### config.mk
export PLATFORM = sky130hd
export DESIGN_NAME = fp_mant_div
export DESIGN_NICKNAME = d
export VERILOG_FILES = /design/src/rtl/fp_mant_div.sv
export SDC_FILE = /design/constraint.sdc
export NUM_CORES = 1
export LEC_CHECK = 0
export ABC_AREA = 1
export ABC_CLOCK_PERIOD_IN_PS = 2100
export BUFFER_PORTS_ARGS = -buffer_cell sky130_fd_sc_hd__buf_4
export CAP_MARGIN = 20
export CORE_MARGIN = 2
export CORE_UTILIZATION = 30
export CTS_BUF_LIST = sky130_fd_sc_hd__clkbuf_16
export DETAILED_ROUTE_END_ITERATION = 10
export GPL_ROUTABILITY_DRIVEN = 0
export PLACE_DENSITY = 0.46
export SYNTH_ARGS = -nofsm -noshare
export SYNTH_HDL_FRONTEND = slang
export SYNTH_SLANG_ARGS = --single-unit
export TNS_END_PERCENT = 30
### constraint.sdc
create_clock -name clk -period 2.1 [get_ports clk]
set_input_delay 0.21 -clock clk [delete_from_list [all_inputs] [get_ports clk]]
set_output_delay 0.21 -clock clk [all_outputs]
set_load 0.01 [all_outputs]
### src/rtl/fp_mant_div.sv
// fp_mant_div: sequential radix-2 restoring divider for normalized FP mantissas.
// Produces one quotient bit per cycle. The result has QW bits: 1 integer bit and
// QW-1 fraction bits. It also reports a sticky bit (remainder nonzero) and a
// normalization flag, so normalize/pack can round without a wide divider.
//
// Ports:
//   clk, rst     clock; asynchronous active-high reset
//   start        one-cycle request; operands sampled on the same edge (ignored while busy)
//   dividend_m   dividend mantissa A (hidden bit included)
//   divisor_m    divisor mantissa B (hidden bit included)
//   busy         iteration in progress
//   done         one-cycle completion pulse; result outputs valid from this cycle
//   quotient     floor(A * 2^(QW-1) / B)
//   sticky       remainder nonzero
//   norm         quotient MSB (1: result in [1,2), 0: result in [0.5,1))
//   dbz          divisor was zero
module fp_mant_div #(
  parameter  int MANT_W = 24,
  localparam int QW     = MANT_W + 3
) (
  input  logic              clk,
  input  logic              rst,
  input  logic              start,
  input  logic [MANT_W-1:0] dividend_m,
  input  logic [MANT_W-1:0] divisor_m,
  output logic              busy,
  output logic              done,
  output logic [QW-1:0]     quotient,
  output logic              sticky,
  output logic              norm,
  output logic              dbz
);

  localparam int RW    = MANT_W + 2;
  localparam int CNT_W = $clog2(QW);

  typedef enum logic [0:0] {IDLE, CALC} state_t;

  state_t             state;
  logic [CNT_W-1:0]   cnt;

  // Datapath registers carry no reset; they are always loaded before use.
  logic [RW-1:0]      rem;
  logic [MANT_W-1:0]  div_b;
  logic [QW-1:0]      q_sr;
  logic               a_nz;
  logic               dbz_pend;

  logic               q_bit;
  logic [RW-1:0]      rem_sub;
  logic [QW-1:0]      q_next;

  // One restoring step: compare against the zero-extended divisor.
  function automatic logic [RW:0] div_step(input logic [RW-1:0] r, input logic [MANT_W-1:0] b);
    logic [RW-1:0] bx;
    bx = {2'b00, b};
    if (r >= bx) div_step = {1'b1, r - bx};
    else         div_step = {1'b0, r};
  endfunction

  always_comb begin
    {q_bit, rem_sub} = div_step(rem, div_b);
    q_next           = {q_sr[QW-2:0], q_bit};
  end

  always_ff @(posedge clk) begin
    if (state == IDLE && start) begin
      div_b    <= divisor_m;
      rem      <= {2'b00, dividend_m};
      q_sr     <= '0;
      a_nz     <= |dividend_m;
      dbz_pend <= (divisor_m == '0);
    end else if (state == CALC) begin
      rem  <= rem_sub << 1;
      q_sr <= q_next;
    end
  end

  always_ff @(posedge clk or posedge rst) begin
    if (rst) begin
      state    <= IDLE;
      cnt      <= '0;
      busy     <= 1'b0;
      done     <= 1'b0;
      quotient <= '0;
      sticky   <= 1'b0;
      norm     <= 1'b0;
      dbz      <= 1'b0;
    end else begin
      done <= 1'b0;
      case (state)
        IDLE: begin
          if (start) begin
            state <= CALC;
            busy  <= 1'b1;
            cnt   <= CNT_W'(QW - 1);
          end
        end
        CALC: begin
          if (cnt == '0) begin
            // Divide by zero still runs the full iteration count; its result
            // is forced to saturate and sticky reflects a nonzero dividend.
            quotient <= dbz_pend ? '1 : q_next;
            sticky   <= dbz_pend ? a_nz : (rem_sub != '0);
            norm     <= dbz_pend ? 1'b1 : q_next[QW-1];
            dbz      <= dbz_pend;
            done     <= 1'b1;
            busy     <= 1'b0;
            state    <= IDLE;
          end else begin
            cnt <= cnt - 1'b1;
          end
        end
        default: state <= IDLE;
      endcase
    end
  end

endmodule

==> After elaboration in Yosys (flattened, before gate mapping) <==
Cells that the tools add are included.
{ "word_totals": {"regBits": 116, "output_inout_bits": 32, "inputBits": 51, "wordCells": 47, "ramBits": 0, "latch_bits": 0, "mem_bits_ro": 0, "n_memories": 0} }
{ "op_classes": {"reduce_logical": 9, "div_mod_pow": 0, "add_sub_neg": 2, "eq_ne": 3, "bitwise_logic": 1, "magnitude_cmp": 1, "shift": 0, "mux": 17, "mul": 0} }
{ "op_table": {"columns": ["op", "n"], "rows": [
  ["$mux W27", 2],
  ["$mux W24", 2],
  ["$ge A26 B24 Y1", 1],
  ["$reduce_bool A26 Y1", 1],
  ["$sub A26 B24 Y26", 1],
  ["$logic_not A24 Y1", 1],
  ["$reduce_or A24 Y1", 1],
  ["$mux W5", 2],
  ["$pmux W5 S2", 1],
  ["$mux W1", 8],
  ["$reduce_and A2 Y1", 3],
  ["$logic_not A5 Y1", 1],
  ["$sub A5 B1 Y5 const B", 1],
  ["$ne A2 B2 Y1 const B", 2],
  ["$pmux W1 S2", 2],
  ["$ne A2 B1 Y1 const B", 1],
  ["$reduce_bool A2 Y1", 1],
  ["$logic_and A1 B1 Y1", 1],
  ["$not A1 Y1", 1]
]} }

==> Longest topological paths before layout <==
Gate-level depths: netlist of run 1.
{ "logic_depth": {"ltp_word": 4, "depth_mapped": 21, "depth_no_buf": 21} }

==> Least setup slack after synthesis of run 1 <==
OpenSTA, ideal clock, no wires.
{ "synth_path": {"path_type": "flip-flop to flip-flop", "startpoint": "reg rem[0]", "endpoint": "reg sticky", "path_stages_with_launch": 18, "synth_period_minus_slack_ns": 2.259, "setup_ns": 0.117, "path_buffers": 1, "t_required_ns": 1.983, "setup_slack_ns": -0.159, "arrival_time_ns": 2.142, "cell_sequence": "edfxtp_1 > inv_1 > ha_1 > inv_1 > fa_1 > nand3_1 > nand3b_2 > nand3_4 > buf_2 > nand3_1 > nand2_1 > nand2_1 > nor2_1 > nand3_1 > nor2_1 > nand3_1 > nand2_1 > nand2_1"} }
{ "synth_via": {"elab_chain_len": 4, "word_cells_on_any_way": 5, "classes_between": "1 x add/sub; 1 x order compare; 2 x mux; 1 x reduce/logical"} }
{ "synth_rtl": {"columns": ["element", "line", "rtl"], "rows": [
  ["start, declared", "43", "logic [RW-1:0] rem;"],
  ["start signal, assigned", "69", "rem <= {2'b00, dividend_m};"],
  ["start signal, assigned", "74", "rem <= rem_sub << 1;"],
  ["$sub A26 B24 Y26 / $ge A26 B24 Y1 (equally long branches)", "57", "if (r >= bx) div_step = {1'b1, r - bx};"],
  ["$mux W27 (*)", "57", null],
  ["$reduce_bool A26 Y1 (*)", "104", "sticky <= dbz_pend ? a_nz : (rem_sub != '0);"],
  ["$mux W1 (*)", "104", null],
  ["end signal, assigned", "104", null],
  ["end, declared", "29", "output logic sticky,"]
]} }
Mark *: on every way between the ends. The rest lies on a longest branch, timed or not.
A chain may end at the register's enable or synchronous reset.

==> Final worst setup path of run 1 <==
{ "layout_path": {"startpoint": "reg rem[19]", "endpoint": "reg sticky"} }
The elaborated chain is that of the path after synthesis.

==> metrics.log, run 1 <==
INFO  metric status = complete, but fails checks
INFO  metric violated_checks = setup timing
INFO  metric placed_cells_incl_taps = 1260
INFO  metric power_density = 1740 nW/µm²
INFO  metric report.final.slew_viol_count = 0
INFO  metric fin_util = 49.1%
INFO  metric cts_inserted_buffers = 17
INFO  metric pin_count_of_the_biggest_net_entering_global_routing = 53
INFO  metric area.growth.synth_to_final = 60.7%
INFO  metric netlist_instances = 795
INFO  metric clock_latency_on_the_worst_skew_pair = 430 ps
INFO  metric netlist-cell-type-count = 39
INFO  metric min_delay_path_depth = 3
INFO  metric row_count = 53
INFO  metric synth.cell_area = 6420 µm²
INFO  metric synth.yosys.seq_area_share = 46.5%
INFO  metric drive_above_1_share = 39.6%
INFO  metric hold-path-endpoint = rem[22]
INFO  metric worstPathRequired = 2410 ps
INFO  metric start_kind = flop
INFO  metric die_area = 22600 µm²
INFO  metric die_h = 150 µm
INFO  metric most_frequent_standard_cell_in_the_layout_excluding_fill_and_tap_cells = sky130_fd_sc_hd__buf_4
INFO  metric fp.coreArea = 21000 µm²
INFO  metric wire_length_of_the_first_global_routing_pass = 33100 µm
INFO  metric finalWorstSetupSlack = -546 ps
INFO  metric setup_viol_count_final = 27
INFO  metric worst_pin_slew = 618 ps
INFO  metric critical_path.max_fanout = 8
INFO  metric total_leakage_power = 4.85 nW
INFO  metric globalRouteTotalUtil = 19.2%
INFO  metric syn_nets = 873
INFO  metric hold_path_class = in -> reg
INFO  metric drt_first_iter_violations = 338
INFO  metric fp.dieW = 150 µm
INFO  metric r2r_setup_slack = -550 ps
INFO  metric reg2reg_from = rem[19]
INFO  metric initial_core_util = 30.5%
INFO  metric timing.critical_path.arrival = 2960 ps
INFO  metric final.setup.tns = -7960 ps
INFO  metric cts.path.max_buffers = 2
INFO  metric grt_setup_unrepaired = yes
INFO  metric slew_headroom = 58.7%
INFO  metric peakVddDrop = 698 µV
INFO  metric cts.sink_count = 115
INFO  metric final_cell_mix = sky130_fd_sc_hd__buf_4, sky130_fd_sc_hd__nand2_1, sky130_fd_sc_hd__inv_1
INFO  metric worstReg2RegEnd = sticky
INFO  metric synthesis.yosys.warnings = 0
INFO  metric global_route.overflow_total = 0
INFO  metric htreeDepth = 4
INFO  metric worst-setup-path-type = reg -> reg
INFO  metric root_buffer = sky130_fd_sc_hd__clkbuf_16
INFO  metric finalClockSkew = 11.1 ps
INFO  metric setup.worst_path.end_class = flop
INFO  metric average_footprint_of_a_synthesized_cell = 8.08 µm²
INFO  metric report.final.hold_viol_count = 0
INFO  metric clkTransAtPathRegs = 70 ps
INFO  metric io_buffers = 82
INFO  metric final.min_clock_period = 2650 ps
INFO  metric wirelength = 21400 µm
INFO  metric layout.nets = 1148
INFO  metric period_share = 126%
INFO  metric cts_tree = yes
INFO  metric route.vias.total = 6266
INFO  metric io_pins = 83
INFO  metric drt_pre_antenna_iters = 5
INFO  metric postSynthRegisterBits = 115
INFO  metric fmax = 378 MHz
INFO  metric drv_cap = 0
INFO  metric antennaDiodeCount = 0
INFO  metric remaining_drcs = 0
INFO  metric antenna_found_initial = 0
INFO  metric wl_per_cell = 15.8 µm
INFO  metric routed_via_density = 4.61
INFO  metric hold_ws = 77.5 ps
INFO  metric drt.antenna.violating_nets = 0
INFO  metric dp.final_hpwl = 15500 µm
INFO  metric number_of_cells_on_the_worst_reg_to_reg_path = 20
INFO  metric via_count_of_the_first_global_routing_pass = 6322
INFO  metric min-delay-start = dividend_m[22]
INFO  metric final_cells = 1358
## through the flow
step	area (µm²)	setup WS [ps]	total power [W]
floorplan	6610	-65.8	0.00849
global placement	8490	-762	0.0126
detailed placement	8490	-727	0.0126
CTS	9830	-507	0.0168
global route	10300	-673	0.0192
finish	10300	-546	0.0180
## Yosys cell counts (all sizes together)
library cell	count	area, µm²
o22ai	29	181
nor4	12	75.1
nor2	53	211
dfrtp	37	926
nand2	221	847
edfxtp	50	1500
fa	1	20.0
o21ai	29	145
xor2	6	52.6
or2	3	18.8
inv	136	510
o21a	1	7.51
a21oi	22	114
nand3b	19	146
nor3	5	36.3
ha	26	325
a31oi	7	43.8
xnor2	4	35.0
buf	7	51.3
a2bb2oi	26	228
nand3	43	228
dfxtp	28	561
clkbuf	15	56.3
a21o	1	7.51
o21bai	4	30.0
nand4	10	62.6
## critical path: stages, from the launching register on
cell	delay (ps)
sky130_fd_sc_hd__edfxtp_1	460
sky130_fd_sc_hd__ha_4	330
sky130_fd_sc_hd__nand2_4	70
sky130_fd_sc_hd__nor2_4	130
sky130_fd_sc_hd__inv_2	60
sky130_fd_sc_hd__nor2_4	120
sky130_fd_sc_hd__nand2_1	100
sky130_fd_sc_hd__nand2_2	90
sky130_fd_sc_hd__nor2_4	70
sky130_fd_sc_hd__buf_4	160
sky130_fd_sc_hd__nand2_8	90
sky130_fd_sc_hd__buf_4	110
sky130_fd_sc_hd__nand2_1	60
sky130_fd_sc_hd__nand2_1	100
sky130_fd_sc_hd__nand2_1	60
sky130_fd_sc_hd__nor2_1	110
sky130_fd_sc_hd__nand2_1	70
sky130_fd_sc_hd__nor2_2	140
sky130_fd_sc_hd__nand3_1	90
sky130_fd_sc_hd__nand2_1	60
sky130_fd_sc_hd__nand2_1	60
## sequential cells by signal, indices dropped and copies added (netlist names), 5 cells and up
name and flops:
quotient 27, q_sr 26, cnt 5, div_b 24, rem 26
## layer usage
| metal | share of wire, % | up-vias | global-route usage (%) |
|---|---|---|---|
| met2 | 47 | 129 | 31.0 |
| met1 | 47 | 2919 | 26.2 |
| met4 | 1.8 | 0 | 5.47 |
| li1 | - | 3194 | - |
| met3 | 4.3 | 24 | 3.76 |
| met5 | 0 | - | 0 |
## worst max path at each step
stage,from,end,slack (ps),cells past startpoint
finish,rem[19],sticky,-550,20
global route,rem[3],sticky,-670,20
CTS,rem[16],sticky,-510,18
detailed placement,rem[19],sticky,-730,19
global placement,rem[19],sticky,-760,19
floorplan,rem[0],sticky,-70,19
## final cells by class
| cell class | count | area [µm²] |
|---|---|---|
| clock buffer | 17 | 425 |
| tap | 275 | 344 |
| timing repair buffer | 276 | 2290 |
| inverter | 136 | 518 |
| multi-input combinational | 524 | 3580 |
| fill | 2002 | 10700 |
| sequential | 115 | 2990 |
| clock inverter | 15 | 171 |
## kinds of logic (layout without fill, tap and decap cells)
group	Yosys count	count (layout)	share of synthesized area, %
flops	115	115	46.5
compound gates	119	119	11.8
buf+inv	158	444	9.63
simple gates	366	368	25.3
xor+xnor	10	10	1.36
fa+ha+maj	27	27	5.38
## report_power, final
part / leakage (nW) / total, W / internal [W] / switching (W)
Sequential: 1.13 / 0.00402 / 0.00346 / 0.000558
Combinational: 3.42 / 0.0110 / 0.00562 / 0.00541
Clock: 0.293 / 0.00291 / 0.00161 / 0.00130
Total: 4.85 / 0.0180 / 0.0107 / 0.00727
## repair_timing
item,CTS,global route
setup buffers,19,22
gates cloned,3,0
resized for setup,96,82
setup endpoints to repair,28,28
pin swaps,10,51
hold buffers,25,0
hold endpoints to repair,61,0
Power figures use the tool's default switching activity.
==> inputs of run 2 (changes only) <==
--- a/config.mk
+++ b/config.mk
@@ -7,15 +7,15 @@
 export LEC_CHECK = 0
 export ABC_AREA = 1
 export ABC_CLOCK_PERIOD_IN_PS = 2100
-export BUFFER_PORTS_ARGS = -buffer_cell sky130_fd_sc_hd__buf_4
 export CAP_MARGIN = 20
 export CORE_MARGIN = 2
 export CORE_UTILIZATION = 30
 export CTS_BUF_LIST = sky130_fd_sc_hd__clkbuf_16
 export DETAILED_ROUTE_END_ITERATION = 10
+export DONT_BUFFER_PORTS = 1
 export GPL_ROUTABILITY_DRIVEN = 0
-export PLACE_DENSITY = 0.46
+export PLACE_DENSITY = 0.42
 export SYNTH_ARGS = -nofsm -noshare
 export SYNTH_HDL_FRONTEND = slang
 export SYNTH_SLANG_ARGS = --single-unit
-export TNS_END_PERCENT = 30
+export TNS_END_PERCENT = 100
==> metrics.log, run 2 (synthesis results as in run 1) <==
INFO  metric period_share = 127% (was 126%)
INFO  metric n_fill_cell = 1983 (was 2002)
INFO  metric power_density = 1780 nW/µm² (was 1740 nW/µm²)
INFO  metric remaining_drcs = 0 (unchanged)
INFO  metric route.vias.total = 6206 (was 6266)
INFO  metric placedInstanceArea = 7880 µm² (was 8490 µm²)
INFO  metric area.growth.synth_to_final = 54.4% (was 60.7%)
INFO  metric io_buffers = 0 (was 82)
INFO  metric final_cell_area = 9920 µm² (was 10300 µm²)
INFO  metric final-seq-area = 2990 µm² (unchanged)
INFO  metric row_count = 53 (unchanged)
INFO  metric most_frequent_standard_cell_in_the_layout_excluding_fill_and_tap_cells = sky130_fd_sc_hd__nand2_1 (was sky130_fd_sc_hd__buf_4)
INFO  metric reg_top3 = quotient: 27 flops, q_sr: 26 flops, rem: 26 flops (unchanged)
INFO  metric worst_path_largest_cell_delay = 450 ps (was 460 ps)
INFO  metric placed_cells_incl_taps = 1181 (was 1260)
INFO  metric groute.layer.met1.usage = 24.7% (was 26.2%)
INFO  metric worst-setup-path-type = reg -> reg (unchanged)
INFO  metric min_delay_path_depth = 2 (was 3)
INFO  metric htreeDepth = 4 (unchanged)
INFO  metric switching_share = 40.9% (was 40.4%)
INFO  metric timing_startpoint_of_the_critical_path = rem[1] (was rem[19])
INFO  metric pin_count_of_the_biggest_net_entering_global_routing = 53 (unchanged)
INFO  metric antenna_found_initial = 0 (unchanged)
INFO  metric worstPathCellList = buf_6 -> fa_2 -> buf_6 -> nand3_4 -> nand3b_4 -> nand3_4 -> buf_8 -> buf_6 -> nand3b_1 -> nand2_2 -> nand2_1 -> nor2_1 -> nand2_1 -> nor2_2 -> nand3_2 -> nand2_1 -> nand2_1 (was ha_4 -> nand2_4 -> nor2_4 -> inv_2 -> nor2_4 -> nand2_1 -> nand2_2 -> nor2_4 -> buf_4 -> nand2_8 -> buf_4 -> nand2_1 -> nand2_1 -> nand2_1 -> nor2_1 -> nand2_1 -> nor2_2 -> nand3_1 -> nand2_1 -> nand2_1)
INFO  metric start_kind = flop (unchanged)
INFO  metric final_cell_mix = sky130_fd_sc_hd__nand2_1, sky130_fd_sc_hd__buf_4, sky130_fd_sc_hd__inv_1 (was sky130_fd_sc_hd__buf_4, sky130_fd_sc_hd__nand2_1, sky130_fd_sc_hd__inv_1)
INFO  metric gr-max-usage-layer = met2 (unchanged)
INFO  metric area_of_combinational_cells_with_multiple_inputs = 3620 µm² (was 3580 µm²)
INFO  metric report.final.slew_viol_count = 0 (unchanged)
INFO  metric fp.coreArea = 21000 µm² (unchanged)
INFO  metric cts.sink_count = 115 (unchanged)
INFO  metric globalRouteTotalUtil = 19.0% (was 19.2%)
INFO  metric cts_tree = yes (unchanged)
INFO  metric die_area = 22600 µm² (unchanged)
INFO  metric drt_first_iter_violations = 354 (was 338)
INFO  metric drv_cap = 0 (unchanged)
INFO  metric finalClockSkew = 11.9 ps (was 11.1 ps)
INFO  metric worst_pin_slew = 689 ps (was 618 ps)
INFO  metric p_seq_share = 23.9% (was 22.4%)
INFO  metric clock_latency_on_the_worst_skew_pair = 420 ps (was 430 ps)
INFO  metric drt.antenna.violating_nets = 0 (unchanged)
INFO  metric layout.nets = 1079 (was 1148)
INFO  metric drt_pre_antenna_iters = 5 (unchanged)
INFO  metric hold_path_class = in -> reg (unchanged)
INFO  metric cts_inserted_buffers = 17 (unchanged)
INFO  metric status = complete, but fails checks (unchanged)
INFO  metric number_of_cells_on_the_worst_reg_to_reg_path = 17 (was 20)
INFO  metric largest-register = quotient (unchanged)
INFO  metric timing.critical_path.arrival = 2970 ps (was 2960 ps)
INFO  metric peakVddDrop = 766 µV (was 698 µV)
INFO  metric slew_headroom = 54.0% (was 58.7%)
INFO  metric r2r_setup_slack = -560 ps (was -550 ps)
INFO  metric via_count_of_the_first_global_routing_pass = 6338 (was 6322)
INFO  metric timing.critical_path.depth = 17 (was 20)
INFO  metric cpMostUsedCell = sky130_fd_sc_hd__nand2_1 (unchanged)
INFO  metric root_buffer = sky130_fd_sc_hd__clkbuf_16 (unchanged)
INFO  metric worstPathRequired = 2410 ps (about the same)
INFO  metric met3_usage = 4.42% (was 3.76%)
INFO  metric final.min_clock_period = 2660 ps (was 2650 ps)
INFO  metric cpMaxStageDelayCell = sky130_fd_sc_hd__edfxtp_1 (unchanged)
INFO  metric antennaDiodeCount = 0 (unchanged)
INFO  metric grt_setup_unrepaired = yes (unchanged)
INFO  metric reg2reg_from = rem[1] (was rem[19])
INFO  metric fmax = 375 MHz (was 378 MHz)
INFO  metric routed_via_density = 4.81 (was 4.61)
INFO  metric finalWorstSetupSlack = -564 ps (was -546 ps)
INFO  metric critical_path.max_fanout = 5 (was 8)
INFO  metric final_cells = 1289 (was 1358)
INFO  metric setup.worst_path.end_class = flop (unchanged)
INFO  metric post-layout-total-power = 0.0177 W (was 0.0180 W)
INFO  metric total_leakage_power = 4.57 nW (was 4.85 nW)
INFO  metric max_ffs_per_register = 27 (unchanged)
INFO  metric path_buf_inv = 4 (was 3)
INFO  metric worst_path_dominant_cell_family = simple AND/OR/NAND/NOR gates (unchanged)
INFO  metric worstReg2RegEnd = sticky (unchanged)
INFO  metric power.combinational.fraction = 59.7% (was 61.4%)
INFO  metric power_frac_clock = 16.3% (was 16.2%)
INFO  metric setup_viol_count_final = 28 (was 27)
INFO  metric wirelength = 21500 µm (was 21400 µm)
INFO  metric global_route.overflow_total = 0 (unchanged)
INFO  metric die_h = 150 µm (unchanged)
INFO  metric io_pins = 83 (unchanged)
INFO  metric drive_above_1_share = 35.2% (was 39.6%)
INFO  metric clkTransAtPathRegs = 60 ps (was 70 ps)
INFO  metric internal-power = 0.0104 W (was 0.0107 W)
INFO  metric wire_length_of_the_first_global_routing_pass = 33000 µm (was 33100 µm)
INFO  metric switching_power_total = 0.00723 W (was 0.00727 W)
INFO  metric globalRouteMet2Util = 31.1% (was 31.0%)
INFO  metric fp.dieW = 150 µm (unchanged)
INFO  metric cts.path.max_buffers = 2 (unchanged)
INFO  metric wl_per_cell = 16.7 µm (was 15.8 µm)
INFO  metric crit_path_end = sticky (unchanged)
INFO  metric initial_core_util = 30.5% (unchanged)
INFO  metric violated_checks = setup timing (unchanged)
INFO  metric dp.final_hpwl = 15800 µm (was 15500 µm)
INFO  metric report.final.hold_viol_count = 0 (unchanged)
==> run 2: layer usage <==
metal | up-vias | wire (µm)
met2 | 134 | 10300
li1 | 3047 | -
met4 | 0 | 472
met5 | - | 0
met3 | 27 | 1060
met1 | 2998 | 9690
==> run 2: what timing repair did <==
| action | 4_1_cts | 5_1_grt |
|---|---|---|
| setup buffers | 35 | 15 |
| gates resized for setup | 124 | 81 |
| hold buffers | 33 | 0 |
| setup endpoints to repair | 28 | 28 |
| gates cloned | 0 | 1 |
| endpoints found under the hold margin | 69 | 0 |
| pin swaps | 22 | 29 |
==> run 2: final cells by class <==
class	instances	area share [%]
multi-input combinational	522	36.5
sequential	115	30.1
timing repair buffer	209	18.8
inverter	136	5.19
clock buffer	17	4.29
tap	275	3.47
clock inverter	15	1.61
==> run 2: stage by stage <==
step	TNS [ps]	hold slack (ps)	setup slack, ps	utilization (%)
global route	-9410	3.35	-715	47.2
detailed placement	-10100	247	-762	37.5
floorplan	-65.8	309	-65.8	-
global placement	-10300	236	-778	37.5
finish	-6800	1.12	-564	47.2
CTS	-5280	0.330	-483	45.2
==> run 2: worst min path at each step <==
stage	from	endpoint	slack, ps
after CTS	dividend_m[6]	rem[6]	0.3
final	dividend_m[6]	rem[6]	1
after global routing	dividend_m[6]	rem[6]	3
after global placement	rst	quotient[21]	240
after floorplan	divisor_m[0]	div_b[0]	310
after detailed placement	rst	quotient[21]	250
==> run 2: worst register-to-register path, delay by kind of cell, from the launching register on <==
family                   cells  cell delay, ps
AND/OR/NAND/NOR             12            1160
buffers and inverters        4             550
flip-flops                   1             450
adder cells (fa/ha/maj)      1             380
==> run 2: power groups by stage <==
| stage | Combinational (W) | Clock (W) | Sequential [W] |
|---|---|---|---|
| 2_1_floorplan | 0.00446 | 0 | 0.00403 |
| 3_3_place_gp | 0.00796 | 0 | 0.00425 |
| 3_5_place_dp | 0.00796 | 0 | 0.00424 |
| 4_1_cts | 0.00947 | 0.00293 | 0.00424 |
| 5_1_grt | 0.0114 | 0.00302 | 0.00434 |
| 6_report | 0.0106 | 0.00289 | 0.00423 |
==> inputs of run 3 (changes only) <==
--- a/config.mk
+++ b/config.mk
@@ -8,13 +8,15 @@
 export ABC_AREA = 1
 export ABC_CLOCK_PERIOD_IN_PS = 2100
 export CAP_MARGIN = 20
+export CELL_PAD_IN_SITES_DETAIL_PLACEMENT = 1
+export CELL_PAD_IN_SITES_GLOBAL_PLACEMENT = 1
 export CORE_MARGIN = 2
 export CORE_UTILIZATION = 30
 export CTS_BUF_LIST = sky130_fd_sc_hd__clkbuf_16
 export DETAILED_ROUTE_END_ITERATION = 10
 export DONT_BUFFER_PORTS = 1
 export GPL_ROUTABILITY_DRIVEN = 0
-export PLACE_DENSITY = 0.42
+export PLACE_DENSITY = 0.54
 export SYNTH_ARGS = -nofsm -noshare
 export SYNTH_HDL_FRONTEND = slang
 export SYNTH_SLANG_ARGS = --single-unit
==> metrics.log, run 3 (synthesis results as in run 1) <==
INFO  metric status = complete, but fails checks (unchanged)
INFO  metric violated_checks = setup timing (unchanged)
INFO  metric switching_share = 41.9% (was 40.9%)
INFO  metric finalClockSkew = 16.4 ps (was 11.9 ps)
INFO  metric hold_path_class = in -> reg (unchanged)
INFO  metric worst_pin_slew = 711 ps (was 689 ps)
INFO  metric total_leakage_power = 4.64 nW (was 4.57 nW)
INFO  metric clock_latency_on_the_worst_skew_pair = 430 ps (was 420 ps)
INFO  metric pin_count_of_the_biggest_net_entering_global_routing = 53 (unchanged)
INFO  metric io_pins = 83 (unchanged)
INFO  metric drt.antenna.violating_nets = 0 (unchanged)
INFO  metric switching_power_total = 0.00775 W (was 0.00723 W)
INFO  metric slew_headroom = 52.5% (was 54.0%)
INFO  metric wirelength = 24000 µm (was 21500 µm)
INFO  metric routed_via_density = 4.82 (was 4.81)
INFO  metric root_buffer = sky130_fd_sc_hd__clkbuf_16 (unchanged)
INFO  metric setup.worst_path.end_class = flop (unchanged)
INFO  metric cts_tree = yes (unchanged)
INFO  metric layout.nets = 1094 (was 1079)
INFO  metric setup_viol_count_final = 27 (was 28)
INFO  metric route.vias.total = 6286 (was 6206)
INFO  metric grt_setup_unrepaired = yes (unchanged)
INFO  metric fp.coreArea = 21000 µm² (unchanged)
INFO  metric n_fill_cell = 2393 (was 1983)
INFO  metric most_frequent_standard_cell_in_the_layout_excluding_fill_and_tap_cells = sky130_fd_sc_hd__nand2_1 (unchanged)
INFO  metric die_h = 150 µm (unchanged)
INFO  metric final_cell_area = 10200 µm² (was 9920 µm²)
INFO  metric critical_path.max_fanout = 4 (was 5)
INFO  metric drt_first_iter_violations = 202 (was 354)
INFO  metric report.final.slew_viol_count = 0 (unchanged)
INFO  metric dp.final_hpwl = 17100 µm (was 15800 µm)
INFO  metric antenna_found_initial = 1 (was 0)
INFO  metric antennaDiodeCount = 0 (unchanged)
INFO  metric initial_core_util = 30.5% (unchanged)
INFO  metric post-layout-total-power = 0.0185 W (was 0.0177 W)
INFO  metric via_count_of_the_first_global_routing_pass = 6843 (was 6338)
INFO  metric wire_length_of_the_first_global_routing_pass = 36500 µm (was 33000 µm)
INFO  metric power_density = 1820 nW/µm² (was 1780 nW/µm²)
INFO  metric worstPathRequired = 2420 ps (was 2410 ps)
INFO  metric area.growth.synth_to_final = 58.1% (was 54.4%)
INFO  metric global_route.overflow_total = 0 (unchanged)
INFO  metric r2r_setup_slack = -640 ps (was -560 ps)
INFO  metric placedInstanceArea = 7890 µm² (was 7880 µm²)
INFO  metric cts.sink_count = 115 (unchanged)
INFO  metric fp.dieW = 150 µm (unchanged)
INFO  metric drt_pre_antenna_iters = 4 (was 5)
INFO  metric report.final.hold_viol_count = 0 (unchanged)
INFO  metric area_of_combinational_cells_with_multiple_inputs = 3760 µm² (was 3620 µm²)
INFO  metric wl_per_cell = 18.4 µm (was 16.7 µm)
INFO  metric final.min_clock_period = 2740 ps (was 2660 ps)
INFO  metric io_buffers = 0 (unchanged)
INFO  metric reg_top3 = quotient: 27 flops, q_sr: 26 flops, rem: 26 flops (unchanged)
INFO  metric max_ffs_per_register = 27 (unchanged)
INFO  metric internal-power = 0.0107 W (was 0.0104 W)
INFO  metric htreeDepth = 4 (unchanged)
INFO  metric cts_inserted_buffers = 17 (unchanged)
INFO  metric final_cell_mix = sky130_fd_sc_hd__nand2_1, sky130_fd_sc_hd__buf_4, sky130_fd_sc_hd__inv_1 (unchanged)
INFO  metric period_share = 130% (was 127%)
INFO  metric final-seq-area = 2990 µm² (unchanged)
INFO  metric final.setup.tns = -8300 ps (was -6800 ps)
INFO  metric fin_util = 48.3% (was 47.2%)
INFO  metric drv_cap = 0 (unchanged)
INFO  metric largest-register = quotient (unchanged)
INFO  metric power_frac_clock = 16.1% (was 16.3%)
INFO  metric clkTransAtPathRegs = 60 ps (about the same)
INFO  metric row_count = 53 (unchanged)
INFO  metric start_kind = flop (unchanged)
INFO  metric finalWorstSetupSlack = -637 ps (was -564 ps)
INFO  metric peakVddDrop = 703 µV (was 766 µV)
INFO  metric power.combinational.fraction = 60.5% (was 59.7%)
INFO  metric timing.critical_path.arrival = 3060 ps (was 2970 ps)
INFO  metric cts.path.max_buffers = 2 (unchanged)
INFO  metric die_area = 22600 µm² (unchanged)
INFO  metric worst-setup-path-type = reg -> reg (unchanged)
INFO  metric drive_above_1_share = 38.9% (was 35.2%)
INFO  metric remaining_drcs = 0 (unchanged)
INFO  metric globalRouteTotalUtil = 21.4% (was 19.0%)
INFO  metric p_seq_share = 23.5% (was 23.9%)
INFO  metric fmax = 365 MHz (was 375 MHz)
[run 3: changes by cell type in the layout (fill, tap and decap cells not counted), sizes merged]
cell | previous run | this run
buf | 175 | 181
clkbuf | 18 | 17
clkinvlp | 3 | 1
dlygate4sd3 | 33 | 42
inv | 147 | 149
nand2 | 221 | 222
[run 3: metrics by stage]
| step | hold WS, ps | setup slack (ps) | instances |
|---|---|---|---|
| 2_1_floorplan | 309 | -65.8 | 795 |
| 3_5_place_dp | 246 | -723 | 1181 |
| 4_1_cts | 5.37 | -510 | 1289 |
| 3_3_place_gp | 241 | -645 | 1181 |
| 6_report | 3.71 | -637 | 1304 |
| 5_1_grt | 6.35 | -741 | 1304 |
[run 3: routing by layer]
| layer | routed length (µm) | GRT usage, % |
|---|---|---|
| met1 | 11000 | 28.3 |
| met2 | 11500 | 35.0 |
| met3 | 1100 | 4.67 |
| met4 | 420 | 6.37 |
| met5 | 0 | 0 |
[run 3: final cells by class]
type | count | area share, %
Inverter | 136 | 5.09
Sequential cell | 115 | 29.4
Multi-Input combinational cell | 523 | 37.0
Tap cell | 275 | 3.39
Clock inverter | 15 | 1.53
Timing Repair Buffer | 223 | 19.4
Clock buffer | 17 | 4.19
[run 3: power by group through the flow]
stage | Clock (W) | Combinational [W] | Sequential (W)
global route | 0.00311 | 0.0122 | 0.00445
finish | 0.00297 | 0.0112 | 0.00433
floorplan | 0 | 0.00446 | 0.00403
detailed placement | 0 | 0.00808 | 0.00432
CTS | 0.00301 | 0.00995 | 0.00432
global placement | 0 | 0.00789 | 0.00430
[run 3: worst max-delay path, cell delays in order, from the launching register on]
cell                       delay, ps
sky130_fd_sc_hd__edfxtp_1        470
sky130_fd_sc_hd__ha_4            300
sky130_fd_sc_hd__nand2_4          80
sky130_fd_sc_hd__inv_4            50
sky130_fd_sc_hd__nand2_4          60
sky130_fd_sc_hd__nand2_4          50
sky130_fd_sc_hd__a21oi_4         160
sky130_fd_sc_hd__nand2_2          90
sky130_fd_sc_hd__nor2_4          230
sky130_fd_sc_hd__buf_6           170
sky130_fd_sc_hd__buf_6           110
sky130_fd_sc_hd__nand3b_1        110
sky130_fd_sc_hd__nand2_2         120
sky130_fd_sc_hd__nand2_2          60
sky130_fd_sc_hd__nor2_2          120
sky130_fd_sc_hd__nand2_1          90
sky130_fd_sc_hd__nor2_2          130
sky130_fd_sc_hd__nand3_1         100
sky130_fd_sc_hd__nand2_1          70
sky130_fd_sc_hd__nand2_1          50
[run 3: worst paths after layout]
kind | startpoint | endpoint | cells after the start
worst min register to register | q_sr[25] | quotient[26] | 2
min in group asynchronous | rst | state | 3
worst min-delay path | dividend_m[15] | rem[15] | 2
worst max-delay path | rem[21] | sticky | 19
max in group asynchronous | rst | quotient[12] | 3
worst max register to register | rem[21] | sticky | 19
[run 3: repair_timing]
| action | CTS | global route |
|---|---|---|
| hold buffers | 42 | 0 |
| endpoints found under the setup margin | 27 | 28 |
| pin swaps | 54 | 65 |
| endpoints found under the hold margin | 76 | 0 |
| setup buffers | 36 | 24 |
| resized for setup | 145 | 104 |
| gates cloned | 1 | 0 |
